$ cat src/rtl/cla_pkg.sv
// Shared constants and helpers for the two-level carry-lookahead adder.
package cla_pkg;

    localparam int GROUP_W = 4;

    function automatic int num_groups(input int width);
        return width / GROUP_W;
    endfunction

endpackage

$ cat src/rtl/cla_block4.sv
// 4-bit lookahead group: flat sum-of-products carries plus group P/G.
module cla_block4
    import cla_pkg::*;
(
    input  logic [3:0] a,
    input  logic [3:0] b,
    input  logic       c_in,
    output logic [3:0] s,
    output logic       p_grp,
    output logic       g_grp
);

    logic [3:0] p;
    logic [3:0] g;
    logic [3:0] c;

    assign p = a ^ b;
    assign g = a & b;

    assign c[0] = c_in;
    assign c[1] = g[0] | (p[0] & c_in);
    assign c[2] = g[1] | (p[1] & g[0]) | (p[1] & p[0] & c_in);
    assign c[3] = g[2] | (p[2] & g[1]) | (p[2] & p[1] & g[0])
                | (p[2] & p[1] & p[0] & c_in);

    assign s = p ^ c;

    assign p_grp = &p;
    assign g_grp = g[3] | (p[3] & g[2]) | (p[3] & p[2] & g[1])
                 | (p[3] & p[2] & p[1] & g[0]);

endmodule

$ cat src/rtl/cla_adder.sv
// Registered two-level carry-lookahead adder built from 4-bit groups.
module cla_adder
    import cla_pkg::*;
#(
    parameter int WIDTH = 4
) (
    input  logic             clk,
    input  logic             rst_n,
    input  logic [WIDTH-1:0] A,
    input  logic [WIDTH-1:0] B,
    input  logic             Cin,
    input  logic             in_valid,
    output logic [WIDTH-1:0] Sum,
    output logic             Cout,
    output logic             P_all,
    output logic             G_all,
    output logic             out_valid
);

    localparam int NG = num_groups(WIDTH);

    logic [NG-1:0]    gp;
    logic [NG-1:0]    gg;
    logic [NG:0]      gc;
    logic [WIDTH-1:0] s_comb;
    logic             g_comb;

    // Carry out of group 'upto': each term is a flat AND of group signals.
    function automatic logic la_carry(
        input logic [NG-1:0] p,
        input logic [NG-1:0] g,
        input logic          c0,
        input int            upto
    );
        logic acc;
        logic term;
        acc = 1'b0;
        for (int k = 0; k <= upto; k++) begin
            term = g[k];
            for (int m = k + 1; m <= upto; m++) term = term & p[m];
            acc = acc | term;
        end
        term = c0;
        for (int m = 0; m <= upto; m++) term = term & p[m];
        return acc | term;
    endfunction

    always_comb begin
        gc = '0;
        gc[0] = Cin;
        for (int j = 0; j < NG; j++) gc[j+1] = la_carry(gp, gg, Cin, j);
    end

    assign g_comb = la_carry(gp, gg, 1'b0, NG - 1);

    for (genvar j = 0; j < NG; j++) begin : g_grp
        cla_block4 u_blk (
            .a     (A[j*GROUP_W +: GROUP_W]),
            .b     (B[j*GROUP_W +: GROUP_W]),
            .c_in  (gc[j]),
            .s     (s_comb[j*GROUP_W +: GROUP_W]),
            .p_grp (gp[j]),
            .g_grp (gg[j])
        );
    end

    always_ff @(posedge clk or negedge rst_n) begin
        if (!rst_n) begin
            Sum       <= '0;
            Cout      <= 1'b0;
            P_all     <= 1'b0;
            G_all     <= 1'b0;
            out_valid <= 1'b0;
        end else begin
            out_valid <= in_valid;
            if (in_valid) begin
                Sum   <= s_comb;
                Cout  <= gc[NG];
                P_all <= &gp;
                G_all <= g_comb;
            end
        end
    end

endmodule

$ cat config.mk
export PLATFORM = sky130hd
export DESIGN_NAME = cla_adder
export DESIGN_NICKNAME = d
export VERILOG_FILES = /design/src/rtl/cla_pkg.sv /design/src/rtl/cla_block4.sv /design/src/rtl/cla_adder.sv
export SDC_FILE = /design/constraint.sdc
export NUM_CORES = 1
export LEC_CHECK = 0
export BUFFER_PORTS_ARGS = -buffer_cell sky130_fd_sc_hd__buf_2
export CORE_AREA = 8 8 45 47
export CTS_CLUSTER_DIAMETER = 40
export DETAILED_ROUTE_END_ITERATION = 16
export DIE_AREA = 0 0 53 55
export GPL_ROUTABILITY_DRIVEN = 0
export HOLD_SLACK_MARGIN = 0.03
export PLACE_DENSITY_LB_ADDON = 0.1
export SKIP_LAST_GASP = 1
export SYNTH_ARGS = -nofsm -noshare
export SYNTH_HDL_FRONTEND = slang
export SYNTH_SLANG_ARGS = --single-unit
$ cat constraint.sdc
create_clock -name clk -period 0.86 [get_ports clk]
set_clock_uncertainty 0.05 [all_clocks]
set_input_delay 0.172 -clock clk [delete_from_list [all_inputs] [get_ports clk]]
set_output_delay 0.172 -clock clk [all_outputs]
set_load 0.02 [all_outputs]
Word level (Yosys, flattened, before mapping)
Index checks and enable logic that the tools add are counted.

cells by class
  bitwise operators = 28
  reduce and logical (&&, ||, !) cells = 1

operators with widths
  cell              number
  $and 1x1->1       15
  $or 1x1->1        10
  $xor 4x4->4       2
  $and 4x4->4       1
  $reduce_and 4->1  1

storage, ports and cells
  bits in registers = 8
  bits of input ports = 12
  output and inout port bits = 8
  logic and storage cells = 34

Logic depth before layout (Yosys ltp)
Gate-level depths: netlist of run 1.

  depth in word-level cells = 6
  depth in mapped cells = 5
  depth with buffers taken out = 4

By module
From an unflattened synthesis of run 1, not the netlist that was laid out.

second synthesis, totals
  cells, all modules = 40
  area, all modules = 498.0 um2

modules (own cells, without submodules)
  module      instances  cells an instance  area each (um2)  seq. area each (um2)
  cla_adder   1          18                 315.3            200.2
  cla_block4  1          22                 182.7            0.0

Worst setup path before layout of run 1
Ideal clock, no wire load.

  path kind = in2reg
  start point = in A[1]
  end point = reg Sum[3]
  setup time = 0.069 ns
  data arrival time = 1.220 ns
  required time = 0.741 ns
  slack = -0.479 ns
  stages = 5
  path buffers = 1
  cells stage by stage = ha_1 buf_6 a21o_1 a2111o_1 nand3_1

on the way
  word-level cells in the longest chain between the ends = 6
  elaborated cells on any way between the ends = 11
  those cells by class = bitwise (11)

ends and longest elaborated chain
  element                                     RTL line                            RTL
  from (decl)                                 cla_adder.sv:9                      input logic [WIDTH-1:0] A,
  $and 4x4->4 or $xor 4x4->4 (tied branches)  cla_block4.sv:18, cla_block4.sv:17
  $and 1x1->1 (on tied branches)              cla_block4.sv:23, cla_block4.sv:24
  $or 1x1->1 (tied with other cells)          cla_block4.sv:23                    assign c[3] = g[2] | (p[2] & g[1]) | (p[2] & p[1] & g[0])
  $or 1x1->1 or $and 1x1->1 (tied branches)   cla_block4.sv:23, cla_block4.sv:24
  $or 1x1->1 (*)                              cla_block4.sv:24                    | (p[2] & p[1] & p[0] & c_in);
  $xor 4x4->4 (*)                             cla_block4.sv:26                    assign s = p ^ c;
  to (signal assigned)                        cla_adder.sv:77                     Sum <= s_comb;
  to (decl)                                   cla_adder.sv:13                     output logic [WIDTH-1:0] Sum,

Every way passes the cells marked *; elsewhere a longest branch is shown, timed or not.
A chain may end at the register's enable or synchronous reset.

Final worst setup path of run 1
  start point = reg Sum[2]
  end point = out Sum[2]

No word-level cell between the ends.

==> results of run 1 <==
registers in the layout (all words and copies together) (netlist names):
register	cells
P_all	1
Cout	1
G_all	1
Sum	4
out_valid	1
synth_stat cells, drive strengths merged, types with 2 or more instances:
cell type	n
a2111o	2
a21o	3
a21oi	2
a31oi	2
buf	2
dfrtp	8
ha	4
inv	5
nand2	4
nand3	3
nor2b	2
o21ai	3
final cells by class:
| class | instances | area, um^2 | share of cell area [%] |
|---|---|---|---|
| clock buffers | 3 | 22.52 | 2.311 |
| inverters | 5 | 28.78 | 2.953 |
| multi-input cells | 35 | 354.1 | 36.33 |
| flip-flops and latches | 8 | 200.2 | 20.54 |
| well taps | 16 | 20.02 | 2.054 |
| repair buffers | 40 | 349.1 | 35.82 |
power by group:
group / total (mW) / switching, mW / internal, mW
Combinational: 0.671 / 0.275 / 0.396
Sequential: 0.473 / 0.0412 / 0.432
Clock: 0.270 / 0.111 / 0.159
Total: 1.41 / 0.427 / 0.986
cell families (layout without fill, tap and decap cells):
kind of cell               after synthesis  after routing  share of synthesized area, %
AOI/OAI and AO/OA                       14             14                         19.46
xor gates and xnor gates                 1              1                         1.703
adders and majority gates                5              5                         13.63
buffers and inverters                    7             48                         8.029
DFF                                      8              8                         38.93
muxes                                    2              2                         4.136
and+or+nand+nor                         13             13                         14.11
metal layers:
metal	wire length (um)	GRT usage, %
met4	27	7.759
met5	0	0
met3	72	0.8021
met1	633	14.53
met2	698	16.02
what timing repair did:
item	CTS	global route
gates resized for setup	31	4
hold endpoints to repair	8	0
pin swaps	8	5
hold buffers	1	0
setup endpoints to repair	14	13
setup buffers	4	1
worst paths after layout:
kind	end	slack, ps
max in group asynchronous	P_all	340
min in group asynchronous	G_all	260
worst min register to register	P_all	460
worst max-delay path	Sum[2]	-230
worst max register to register	Sum[3]	-130
worst min-delay path	out_valid	220
==> flow_metrics.env, run 1 <==
export IMPL_grt_usage_pct=10.83
export IMPL_period_share_pct=126.2
export IMPL_via_per_inst=4.972
export IMPL_cts_tree="yes"
export IMPL_ys_ff_latch=8
export IMPL_r2r_start="Sum[3]"
export IMPL_cellPowerDensity_nw_per_um2=1450
export IMPL_netlist_top_cells_area="dfrtp_1 (39%), ha_1 (9.7%), a2111o_1 (4.4%)"
export IMPL_drt_iter0_drc=3
export IMPL_min_delay_start="in_valid"
export IMPL_start_kind="flop"
export IMPL_fp_coreArea_um2=1384
export IMPL_worst_path_buf_inv=2
export IMPL_grt_pass1_wl_um=2366
export IMPL_num_vias=532
export IMPL_final_nets=110
export IMPL_fmax_mhz=921.3
export IMPL_numCtsBuffers=3
export IMPL_ir_drop_mv=0.5326
export IMPL_fillers=104
export IMPL_path_class="reg -> out"
export IMPL_io_pins=20
export IMPL_wire_per_inst_um=13.37
export IMPL_tns_ps=-1707
export IMPL_rsz0062_at_grt="true"
export IMPL_async_flop_share_pct=100.0
export IMPL_die_x_um=53
export IMPL_cp_num_cells=2
export IMPL_max_slew_margin_rel_pct=83.57
export IMPL_dp_slack_ps=-509.2
export IMPL_drc=0
export IMPL_layout_min_cycle_time_ps=1085
export IMPL_antenna_found_initial=0
export IMPL_fp_dieArea_um2=2915
export IMPL_numPortBuffers=19
export IMPL_violations="setup timing"
export IMPL_crit_family="flip-flops"
export IMPL_whs_path_depth=2
export IMPL_fin_area_um2=974.7
export IMPL_layout_common_cells="buf_4 (18), buf_6 (11), dfrtp_1 (8), buf_2 (7)"
export IMPL_critPathMaxStageDelay_ps=390
export IMPL_clock_path_buffers=2
export IMPL_cellLeakagePower_nw=0.4757
export IMPL_fin_util_pct=70.43
export IMPL_seq_area_frac_synth_pct=38.93
export IMPL_ff2ff_path_depth=2
export IMPL_stdcell_count=107
export IMPL_synth_edf_count=0
export IMPL_final_hold_viol_count=0
export IMPL_dpl_cell_area_um2=779.5
export IMPL_ant_nets=0
export IMPL_crit_required_ps=640
export IMPL_synth_nets=67
export IMPL_status="finished with violations"
export IMPL_rows=14
export IMPL_fin_ws_ps=-225.4
export IMPL_cp_slowest_cell="dfrtp_1"
export IMPL_areaGrowthSynthToFinish_pct=89.54
export IMPL_worstSkewPairLatency_ps=240
export IMPL_drive_gt1_share_pct=60.44
export IMPL_die_h_um=55
export IMPL_routed_wl_um=1431
export IMPL_critPathArrivalTime_ps=860
export IMPL_ys_types=23
export IMPL_clk_pin_slew_ps=50
export IMPL_dr_pass1_iters=4
export IMPL_drv_slew=0
export IMPL_cp_startpoint="Sum[2]"
export IMPL_grt_max_degree=9
export IMPL_hp_class="in -> reg"
export IMPL_synthesis_instances=50
export IMPL_start_util_pct=37.16
export IMPL_overflow=0
export IMPL_synth_flop_cell="dfrtp_1"
export IMPL_synth_top_cell_by_area="dfrtp_1"
export IMPL_layout_commonest_cell="buf_4"
export IMPL_path_cells="buf_6 > buf_6"
export IMPL_critPathMaxFanout=2
export IMPL_dp_hpwl_um=1073
export IMPL_synth_top_cell_area_share_pct=38.93
export IMPL_timing_hold_ws_ps=218.5
export IMPL_placed_cells=98
export IMPL_clock_sinks=8
export IMPL_antenna_cells=0
export IMPL_setup_viol=13
export IMPL_cp_end_kind="primary output"
export IMPL_syn_area_um2=514.2
export IMPL_worstMarginPinSlew_ps=242.6
export IMPL_htree_levels=1
export IMPL_p_total_mw=1.413
export IMPL_critPathMostFrequentCell="buf_6"
export IMPL_yosys_warnings=0
export IMPL_clockRootBuffer="clkbuf_4"
export IMPL_grt_pass1_vias=526
export IMPL_drv_cap=0
export IMPL_synth_avg_cell_area_um2=10.28
(Power assumes the default switching activity.)
==> inputs of run 2 (changes only) <==
--- a/config.mk
+++ b/config.mk
@@ -11,6 +11,7 @@
 export DETAILED_ROUTE_END_ITERATION = 16
 export DIE_AREA = 0 0 53 55
 export GPL_ROUTABILITY_DRIVEN = 0
+export GPL_TIMING_DRIVEN = 0
 export HOLD_SLACK_MARGIN = 0.03
 export PLACE_DENSITY_LB_ADDON = 0.1
 export SKIP_LAST_GASP = 1
==> run 2 against run 1 <==
  * The flow still finishes with violations (setup timing)
  * Cell area is 2.2% lower
  * Register-to-register slack worse by 30 ps
  * Sequential cell count stayed put
  * Clock power is 8.5% higher
  * Critical path depth is 3 higher
  * Core utilization is 1.5 points lower
  * Cell count is 6.5% lower
  * Critical endpoint is now Sum[2]
==> flow_metrics.env, run 2 (same netlist as run 1, synthesis figures left out) <==
export IMPL_status="finished with violations"
export IMPL_violations="setup timing"
export IMPL_rsz0062_at_grt="true"
export IMPL_whs_path_depth=3
export IMPL_grt_pass1_wl_um=2449
export IMPL_power_frac_clock_pct=20.7
export IMPL_start_kind="input pin"
export IMPL_grt_pass1_vias=556
export IMPL_drc=0
export IMPL_clockRootBuffer="clkbuf_4"
export IMPL_dp_hpwl_um=980.9
export IMPL_grt_max_degree=11
export IMPL_path_cells="buf_8 > ha_4 > buf_12 > a2111o_1 > o311ai_2"
export IMPL_start_util_pct=37.16
export IMPL_layout_min_cycle_time_ps=1056
export IMPL_antenna_cells=0
export IMPL_grt_usage_pct=11.50
export IMPL_layout_commonest_cell="buf_6"
export IMPL_drt_iter0_drc=8
export IMPL_rows=14
export IMPL_dr_pass1_iters=4
export IMPL_critPathMaxFanout=4
export IMPL_power_internal_mw=0.9654
export IMPL_numCtsBuffers=3
export IMPL_largest_reg_flops=4
export IMPL_io_pins=20
export IMPL_via_per_inst=5.400
export IMPL_placed_cells=85
export IMPL_period_share_pct=122.7
export IMPL_critPathMaxStageDelay_ps=420
export IMPL_htree_levels=1
export IMPL_routed_wl_um=1585
export IMPL_cts_tree="yes"
export IMPL_stdcell_count=100
export IMPL_num_vias=540
export IMPL_seqPwrFrac_pct=33.1
export IMPL_cellLeakagePower_nw=0.4511
export IMPL_cp_end_kind="flop"
export IMPL_ant_nets=0
export IMPL_fin_area_um2=953.4
export IMPL_p_sw_share_pct=31.86
export IMPL_cellPowerDensity_nw_per_um2=1486
export IMPL_setup_viol=13
export IMPL_largest_register="Sum"
export IMPL_critPathArrivalTime_ps=1160
export IMPL_clk_pin_slew_ps=60
export IMPL_path_class="in -> reg"
export IMPL_clock_path_buffers=2
export IMPL_power_share_combinational_pct=46.2
export IMPL_timing_hold_ws_ps=232.2
export IMPL_fp_coreArea_um2=1384
export IMPL_fin_util_pct=68.90
export IMPL_clock_sinks=8
export IMPL_p_sw_mw=0.4513
export IMPL_fp_dieArea_um2=2915
export IMPL_die_x_um=53
export IMPL_worstMarginPinSlew_ps=227.4
export IMPL_drv_cap=0
export IMPL_drv_slew=0
export IMPL_final_nets=103
export IMPL_fin_ws_ps=-195.6
export IMPL_ir_drop_mv=0.5373
export IMPL_dpl_cell_area_um2=689.4
export IMPL_cp_slowest_cell="a2111o_1"
export IMPL_numPortBuffers=19
export IMPL_hp_class="in -> reg"
export IMPL_wire_per_inst_um=15.85
export IMPL_areaGrowthSynthToFinish_pct=85.40
export IMPL_tns_ps=-1748
export IMPL_layout_common_cells="buf_6 (13), buf_4 (10), dfrtp_1 (8)"
export IMPL_max_slew_margin_rel_pct=84.83
export IMPL_worstSkewPairLatency_ps=250
export IMPL_drive_gt1_share_pct=54.76
export IMPL_crit_required_ps=960
export IMPL_overflow=0
export IMPL_fmax_mhz=947.3
export IMPL_die_h_um=55
export IMPL_ff2ff_path_depth=3
export IMPL_final_hold_viol_count=0
export IMPL_antenna_found_initial=0
[run 2: power groups by stage]
stage / registers, mW / logic (mW) / clock network (mW)
floorplan: 0.532 / 0.198 / 0
global route: 0.477 / 0.698 / 0.317
global placement: 0.461 / 0.406 / 0
CTS: 0.469 / 0.608 / 0.297
finish: 0.470 / 0.654 / 0.293
detailed placement: 0.464 / 0.409 / 0
[run 2: path summary, 6_finish.rpt]
| path | slack, ps | to | start |
|---|---|---|---|
| worst max-delay path | -200 | Sum[2] | A[1] |
| worst min-delay path | 230 | G_all | in_valid |
| worst max register to register | -160 | Sum[2] | Sum[2] |
| worst min register to register | 520 | Sum[3] | Sum[3] |
| max in group asynchronous | 350 | Sum[3] | rst_n |
| min in group asynchronous | 240 | G_all | rst_n |
[run 2: worst max-delay path: cells and delay by family]
family                   cells  cell delay [ps]
adder cells (fa/ha/maj)      1              250
AO/OA/AOI/OAI                2              510
buffers and inverters        2              220
[run 2: through the flow]
step	total power, mW	setup slack [ps]
final	1.417	-195.6
after global routing	1.491	-221.4
after CTS	1.374	-189.6
after detailed placement	0.8732	-537.2
after global placement	0.8676	-531.1
after floorplan	0.7300	-362.1
[run 2: cell type report]
cell class	count	area [um^2]
inverters	5	28.78
repair buffers	32	315.3
clock buffers	3	22.52
flip-flops and latches	8	200.2
multi-input cells	35	355.3
well taps	16	20.02
fillers	97	430.4
plain buffers	1	11.26
[run 2: layer usage]
layer | wire [um] | global-route usage (%)
met4 | 47 | 10.34
met1 | 577 | 11.46
met5 | 0 | 0
met3 | 111 | 1.604
met2 | 848 | 20.51
[run 2: timing repair]
item	4_1_cts	5_1_grt
gates resized for setup	29	5
hold endpoints to repair	9	0
hold buffers	2	0
endpoints found under the setup margin	14	14
pin swaps	10	7
setup buffers	9	2
==> inputs of run 3 (changes only) <==
--- a/config.mk
+++ b/config.mk
@@ -17,4 +17,5 @@
 export SKIP_LAST_GASP = 1
 export SYNTH_ARGS = -nofsm -noshare
 export SYNTH_HDL_FRONTEND = slang
+export SYNTH_HIERARCHICAL = 1
 export SYNTH_SLANG_ARGS = --single-unit
==> run 3 against run 2 <==
  * The flow still finishes with violations (setup timing)
  * Die area unchanged
  * Routed wire length down 31%
  * Synthesized cell count down 20%
  * Register-to-register slack better by 70 ps
  * Cell count down 11%
  * Synthesized area down 3.2%
  * Critical path depth up 1
  * Core utilization down 3.7 points
  * Critical endpoint is now G_all
  * Largest power group unchanged
==> flow_metrics.env, run 3 <==
export IMPL_status="finished with violations"
export IMPL_violations="setup timing"
export IMPL_io_pins=20
export IMPL_worstSkewPairLatency_ps=240
export IMPL_layout_common_cells="buf_6 (12), buf_4 (9), dfrtp_1 (8), mux2_4 (6), buf_2 (6)"
export IMPL_ant_nets=0
export IMPL_die_x_um=53
export IMPL_drv_cap=0
export IMPL_cellLeakagePower_nw=0.4432
export IMPL_largest_reg_flops=4
export IMPL_synth_common_cells="dfrtp_1 (8), mux2_4 (6), ha_1 (5)"
export IMPL_setup_viol=15
export IMPL_start_kind="input pin"
export IMPL_rows=14
export IMPL_cp_startpoint="A[2]"
export IMPL_fin_ws_ps=-215.7
export IMPL_start_util_pct=35.99
export IMPL_ys_ff_latch=8
export IMPL_synth_top_cell_area_share_pct=40.20
export IMPL_synth_flop_cell="dfrtp_1"
export IMPL_worstMarginPinSlew_ps=178.6
export IMPL_drv_slew=0
export IMPL_crit_required_ps=940
export IMPL_layout_commonest_cell="buf_6"
export IMPL_final_hold_viol_count=0
export IMPL_fin_util_pct=65.19
export IMPL_netlist_top_cells_area="dfrtp_1 (40%), mux2_4 (18%), ha_1 (13%)"
export IMPL_dpl_cell_area_um2=676.9
export IMPL_largest_register="Sum"
export IMPL_drive_gt1_share_pct=69.86
export IMPL_fin_area_um2=902.1
export IMPL_yosys_cell_count_top_type="dfrtp_1"
export IMPL_min_delay_start="in_valid"
export IMPL_dr_pass1_iters=2
export IMPL_critPathMaxFanout=4
export IMPL_path_class="in -> reg"
export IMPL_syn_area_um2=498.0
export IMPL_clk_pin_slew_ps=50
export IMPL_synth_avg_cell_area_um2=12.45
export IMPL_synth_nets=58
export IMPL_r2r_start="Sum[0]"
export IMPL_cts_tree="yes"
export IMPL_routed_wl_um=1087
export IMPL_dp_hpwl_um=835.8
export IMPL_drc=0
export IMPL_yosys_warnings=6
export IMPL_critPathArrivalTime_ps=1150
export IMPL_period_share_pct=125.1
export IMPL_cp_end_kind="flop"
export IMPL_grt_pass1_wl_um=1911
export IMPL_grt_pass1_vias=490
export IMPL_dp_slack_ps=-516.3
export IMPL_rsz0062_at_grt="true"
export IMPL_synth_edf_count=0
export IMPL_htree_levels=1
export IMPL_antenna_found_initial=0
export IMPL_ir_drop_mv=0.5551
export IMPL_via_per_inst=4.640
export IMPL_async_flop_share_pct=100.0
export IMPL_drt_iter0_drc=3
export IMPL_fp_dieArea_um2=2915
export IMPL_ys_types=16
export IMPL_wire_per_inst_um=12.21
export IMPL_grt_usage_pct=8.686
export IMPL_grt_max_degree=9
export IMPL_numCtsBuffers=3
export IMPL_fp_coreArea_um2=1384
export IMPL_cellPowerDensity_nw_per_um2=1589
export IMPL_seq_area_frac_synth_pct=40.20
export IMPL_layout_min_cycle_time_ps=1076
export IMPL_clock_sinks=8
export IMPL_tns_ps=-2177
export IMPL_synthesis_instances=40
export IMPL_numPortBuffers=19
export IMPL_fillers=108
export IMPL_hp_class="in -> reg"
export IMPL_timing_hold_ws_ps=234.2
export IMPL_clockRootBuffer="clkbuf_4"
export IMPL_fmax_mhz=929.6
export IMPL_overflow=0
export IMPL_num_vias=413
export IMPL_die_h_um=55
export IMPL_antenna_cells=0
export IMPL_final_nets=93
export IMPL_clock_path_buffers=2
export IMPL_areaGrowthSynthToFinish_pct=81.16
export IMPL_synth_top_cell_by_area="dfrtp_1"
export IMPL_max_slew_margin_rel_pct=88.09
==> run 3: cell type report <==
cell class	count	area, um^2	area share, %
plain buffers	1	11.26	1.248
clock buffers	3	22.52	2.497
inverters	4	25.02	2.774
multi-input cells	27	346.6	38.42
flip-flops and latches	8	200.2	22.19
well taps	16	20.02	2.219
repair buffers	30	276.5	30.65
==> run 3: routing by layer <==
| metal | vias to the layer above | global-route usage [%] | wire (um) |
|---|---|---|---|
| met2 | 15 | 14.26 | 531 |
| met3 | 2 | 2.941 | 102 |
| li1 | 204 | - | - |
| met4 | 0 | 5.172 | 8 |
| met1 | 192 | 9.583 | 445 |
| met5 | - | 0 | 0 |
==> run 3: final timing paths <==
path / cells past startpoint / slack, ps / to
max: 6 / -220 / G_all
min reg2reg: 2 / 570 / Sum[2]
min in group asynchronous: 2 / 240 / Sum[1]
max reg2reg: 2 / -90 / Sum[0]
min: 3 / 230 / Cout
max in group asynchronous: 2 / 350 / Sum[3]
==> run 3: worst max-delay path: stages <==
cell and delay, ps:
buf_6 100, ha_4 250, a21oi_4 140, nand2_1 70
a21o_1 170, mux2_4 250
==> run 3: cells by family after synthesis <==
| group | count (synthesis) | synth area share, % |
|---|---|---|
| DFF | 8 | 40.20 |
| AOI/OAI and AO/OA | 6 | 7.787 |
| muxes | 6 | 18.09 |
| adders and majority gates | 6 | 16.58 |
| and+or+nand+nor | 6 | 6.783 |
| buffers and inverters | 5 | 5.275 |
| xor gates and xnor gates | 3 | 5.277 |
==> run 3: timing repair <==
item / in CTS / in global routing
setup buffers: 8 / 1
gates cloned: 0 / 0
setup endpoints to repair: 15 / 15
resized for setup: 26 / 7
endpoints found under the hold margin: 9 / 0
pin swaps: 11 / 10
hold buffers: 2 / 0
==> run 3: stage by stage <==
step,cells,power (mW)
finish,89,1.434
global route,89,1.540
CTS,88,1.421
detailed placement,75,0.9354
global placement,75,0.9299
floorplan,40,0.7831
==> run 3: report_power, final <==
group / leakage (nW) / internal (mW) / switching, mW
combinational: 0.334 / 0.415 / 0.260
sequential: 0.0958 / 0.442 / 0.0447
clock: 0.0138 / 0.159 / 0.113
